$ cat config.mk
export PLATFORM = sky130hd
export DESIGN_NAME = bist_sweep
export DESIGN_NICKNAME = d
export VERILOG_FILES = /design/src/rtl/bist_pkg.sv /design/src/rtl/bist_sweep_misr16.sv /design/src/rtl/bist_sweep.sv
export SDC_FILE = /design/constraint.sdc
export NUM_CORES = 1
export LEC_CHECK = 0
export CELL_PAD_IN_SITES_DETAIL_PLACEMENT = 0
export CELL_PAD_IN_SITES_GLOBAL_PLACEMENT = 1
export CORE_MARGIN = 8
export CORE_UTILIZATION = 31
export CTS_CLUSTER_DIAMETER = 30
export DETAILED_ROUTE_END_ITERATION = 10
export PLACE_DENSITY_LB_ADDON = 0.08
export RECOVER_POWER = 25
export SLEW_MARGIN = 15
export SYNTH_ARGS = -nofsm -noshare
export SYNTH_HDL_FRONTEND = slang
export SYNTH_HIERARCHICAL = 1
export SYNTH_SLANG_ARGS = --single-unit
$ cat constraint.sdc
create_clock -name clk -period 2.2 [get_ports clk]
set_input_delay 0.66 -clock clk [delete_from_list [all_inputs] [get_ports clk]]
set_output_delay 0.66 -clock clk [all_outputs]
set_load 0.05 [all_outputs]
$ cat src/rtl/bist_pkg.sv
// Shared definitions for the exhaustive-sweep BIST engine: FSM encoding and MISR constants.
package bist_pkg;

    typedef enum logic [1:0] {
        IDLE      = 2'd0,
        APPLY     = 2'd1,
        WAIT_STEP = 2'd2,
        DONE      = 2'd3
    } state_t;

    localparam logic [15:0] MISR_POLY = 16'h1021;
    localparam logic [15:0] MISR_SEED = 16'hFFFF;

endpackage

$ cat src/rtl/bist_sweep_misr16.sv
// 16-bit single-input signature register (CRC-CCITT polynomial) compacting the sweep responses.
module misr16
    import bist_pkg::*;
(
    input  logic        clk,
    input  logic        rst,
    input  logic        load,
    input  logic        shift,
    input  logic        din,
    output logic [15:0] sig
);

    logic fb;
    assign fb = sig[15] ^ din;

    always_ff @(posedge clk) begin
        if (rst)
            sig <= 16'h0000;
        else if (load)
            sig <= MISR_SEED;
        else if (shift)
            sig <= {sig[14:0], 1'b0} ^ (fb ? MISR_POLY : 16'h0000);
    end

endmodule

$ cat src/rtl/bist_sweep.sv
// Exhaustive stimulus sweep with response counting; optional MISR signature when
// BIST_SWEEP_MISR_EN is defined (otherwise signature reads as zero).
module bist_sweep
    import bist_pkg::*;
#(
    parameter int WIDTH = 5,
    parameter int HOLD  = 2
) (
    input  logic             clk,
    input  logic             rst,
    input  logic             start,
    input  logic             step_mode,
    input  logic             step,
    input  logic             resp_in,
    output logic [WIDTH-1:0] vec_out,
    output logic             busy,
    output logic             done,
    output logic [WIDTH:0]   ones_count,
    output logic [15:0]      signature
);

    localparam int HW = (HOLD > 1) ? $clog2(HOLD) : 1;
    localparam logic [HW-1:0]    HOLD_LAST = HW'(HOLD - 1);
    localparam logic [WIDTH-1:0] VEC_MAX   = {WIDTH{1'b1}};

    state_t        state;
    logic [HW-1:0] hold_cnt;
    logic          start_ok;
    logic          sample_now;

    assign start_ok   = start && (state == IDLE || state == DONE);
    assign sample_now = (state == APPLY) && (hold_cnt == HOLD_LAST);

    always_ff @(posedge clk) begin
        if (rst) begin
            state      <= IDLE;
            vec_out    <= '0;
            busy       <= 1'b0;
            done       <= 1'b0;
            ones_count <= '0;
            hold_cnt   <= '0;
        end else if (start_ok) begin
            state      <= APPLY;
            vec_out    <= '0;
            busy       <= 1'b1;
            done       <= 1'b0;
            ones_count <= '0;
            hold_cnt   <= '0;
        end else begin
            case (state)
                APPLY: begin
                    if (sample_now) begin
                        hold_cnt <= '0;
                        if (resp_in)
                            ones_count <= ones_count + 1'b1;
                        // Last vector: stop without wrapping so the final value stays visible.
                        if (vec_out == VEC_MAX) begin
                            state <= DONE;
                            busy  <= 1'b0;
                            done  <= 1'b1;
                        end else if (step_mode) begin
                            state <= WAIT_STEP;
                        end else begin
                            vec_out <= vec_out + 1'b1;
                        end
                    end else begin
                        hold_cnt <= hold_cnt + 1'b1;
                    end
                end
                WAIT_STEP: begin
                    // Dropping step_mode while parked resumes free-run from this boundary.
                    if (step || !step_mode) begin
                        state   <= APPLY;
                        vec_out <= vec_out + 1'b1;
                    end
                end
                default: ;
            endcase
        end
    end

`ifdef BIST_SWEEP_MISR_EN
    misr16 u_misr (
        .clk   (clk),
        .rst   (rst),
        .load  (start_ok),
        .shift (sample_now),
        .din   (resp_in),
        .sig   (signature)
    );
`else
    assign signature = 16'h0000;
`endif

endmodule

==> out/metrics.cfg <==
[grt]
grt_max_degree=15
antenna_found_initial=0
grt_pass1_vias=699
grt_pass1_wl_mm=3.11
grt_usage_pct=7.59
overflow=0

[place]
gp_congestion=0.726
dpl_cell_area_um2=1050
dp_hpwl_mm=1.41
dp_cells=152
port_buffers=18
dp_slack_ns=0.109

[sta]
fin_skew_ns=0.000616
setup_ws_ns=0.0683
worst_pin_slew_ns=0.651
rsz0062_at_grt=false
slew_viol_final=0
fmax_ghz=0.469
setup-violations-final=0
period_share_pct=96.9
fin_crit_ns=2.13
slew_headroom_pct=56.6
tns_ns=0
hold_violations=0

[pwr]
irDropWorstVdd_mv=0.172
leakage_nw=0.447
power.total_w=0.000606
power_density_nw_per_um2=578

[yosys]
synth_warnings=6
synthCells=105
syn_area_per_cell_um2=8.87
synth_mux_area_share_pct=4.30
yosys.cell_types.count=27
async_flop_share_pct=0
synth-simple-area-share_pct=17.6
synth_edf_count=0
synth_compound_area_share_pct=10.8
seq_area_frac_synth_pct=34.4
synth_top_family_by_area=buffers and inverters
dominantRegCellSynth=dfxtp_1
synth_fa_ha_area_share_pct=8.06
synth-xor-area-share_pct=6.59
synth_area_um2=931
synth-seq-cells=16

[setup_path]
start_kind=flip-flop
crit_type=flip-flop to primary output
critical_path_depth=1
arrival_ns=1.47
cp_max_fo=3
path_cells=clkdlybuf4s50_1
end_kind=primary output
cp_top_family=buffers and inverters
rr_worst_depth=7
slowest_delay_ns=0.82
crit_buf_inv=1
cp_slowest_cell=clkdlybuf4s50_1
required_ns=1.54

[route]
ant_nets=0
vias_per_cell=4.42
dr.pass1.iters=4
vias=685
post-route-drc-count=0
drt_iter0_markers=47
wl_per_cell_um=11.8
drt-total-wl_mm=1.83

[floorplan]
die_x_um=70.8
start_util_pct=31.5
die_y_um=70.8
ioPinCount=35
die_area_um2=5010
rows=20
coreArea_um2=2950

[clock_tree]
clock_latency_ns=0.28
htree_levels=1
cts_setup_buffers=0
cts_tree=done
cts-buffers-inserted=3
root_buffer=clkbuf_4
clock_path_buffers=2
cts_resized=0
hold_buffers=0
cts_sinks=16
cts.reportedPaths.clkPinSlew_ns=0.09

[min_path]
hp-class=flip-flop to flip-flop
holdPathStages=2

[finish]
n_antenna_cell=0
design_area_um2=1050
nNetsFinal=136
drive_above_1_share_pct=9.02
finalNonFillerCells=155
seqCellArea_um2=320
layout_common_cells=16 x conb_1, 16 x dfxtp_1, 12 x nor2_1, 8 x clkdlybuf4s50_1
area_delta_synth_final_pct=12.8
multi_input_area_um2=500
fillers=329

[outcome]
outcome=finished clean

[flow_run]
cap_viol_max_count=0

==> routing by layer <==
metal  GRT usage (%)  vias up  wire [um]
li1                -      354          -
met1            8.58      312        870
met2            12.2       17        851
met3            2.26        2         91
met4            4.85        0         19
met5               0        -          0
==> kinds of logic (layout without fill, tap and decap cells) <==
group                    count (synthesis)  count (layout)
other                                    1              16
adder cells (fa/ha/maj)                  6               6
AND/OR/NAND/NOR                         33              33
flip-flops                              16              16
multiplexers                             4               4
XOR/XNOR                                 7               7
buffers and inverters                   25              27
AO/OA/AOI/OAI                           13              13
==> power by group <==
part	internal (W)	switching [W]
Clock	0.0000634	0.0000876
Sequential	0.000298	0.00000906
Combinational	0.0000344	0.000113
Total	0.000396	0.000210
==> area by class of cell <==
cell class	count	area share (%)
Inverter	5	1.79
Multi-Input combinational cell	79	47.7
Timing Repair Buffer	19	13.9
Clock buffer	3	2.15
Sequential cell	16	30.5
Tap cell	33	3.93
==> per-stage QoR <==
step / util (%) / hold WS, ns
4_1_cts: 36.2 / 0.465
5_1_grt: 35.6 / 0.492
6_report: 35.6 / 0.460
3_3_place_gp: 35.4 / 0.435
3_5_place_dp: 35.4 / 0.450
2_1_floorplan: - / 0.506
==> final timing paths <==
| path | start | end | slack [ns] |
|---|---|---|---|
| max | ones_count[4]$_SDFFE_PP0P_ | ones_count[4] | 0.07 |
| min | done$_SDFFE_PP0P_ | done$_SDFFE_PP0P_ | 0.46 |
| max reg2reg | vec_out[0]$_SDFFE_PP0P_ | vec_out[3]$_SDFFE_PP0P_ | 0.30 |
| min reg2reg | done$_SDFFE_PP0P_ | done$_SDFFE_PP0P_ | 0.46 |
==> sequential cells by signal (all words and copies together), names as in the netlist <==
register / count
busy: 1
vec_out: 5
hold_cnt: 1
state: 2
ones_count: 6
done: 1
==> cells in the mapped netlist, drive strengths merged (3+ instances only) <==
library cell  instances  area, um^2
nand3                 4        20.0
nor2                 13        51.3
ha                    6        75.1
dfxtp                16         320
xor2                  5        43.8
mux2i                 4        40.0
nand2                 6        22.5
o21ai                 4        20.0
inv                   5        18.8
buf                  19         144
a21oi                 4        20.0
and3                  3        18.8
Note: power is estimated with default switching activity, not from simulation.
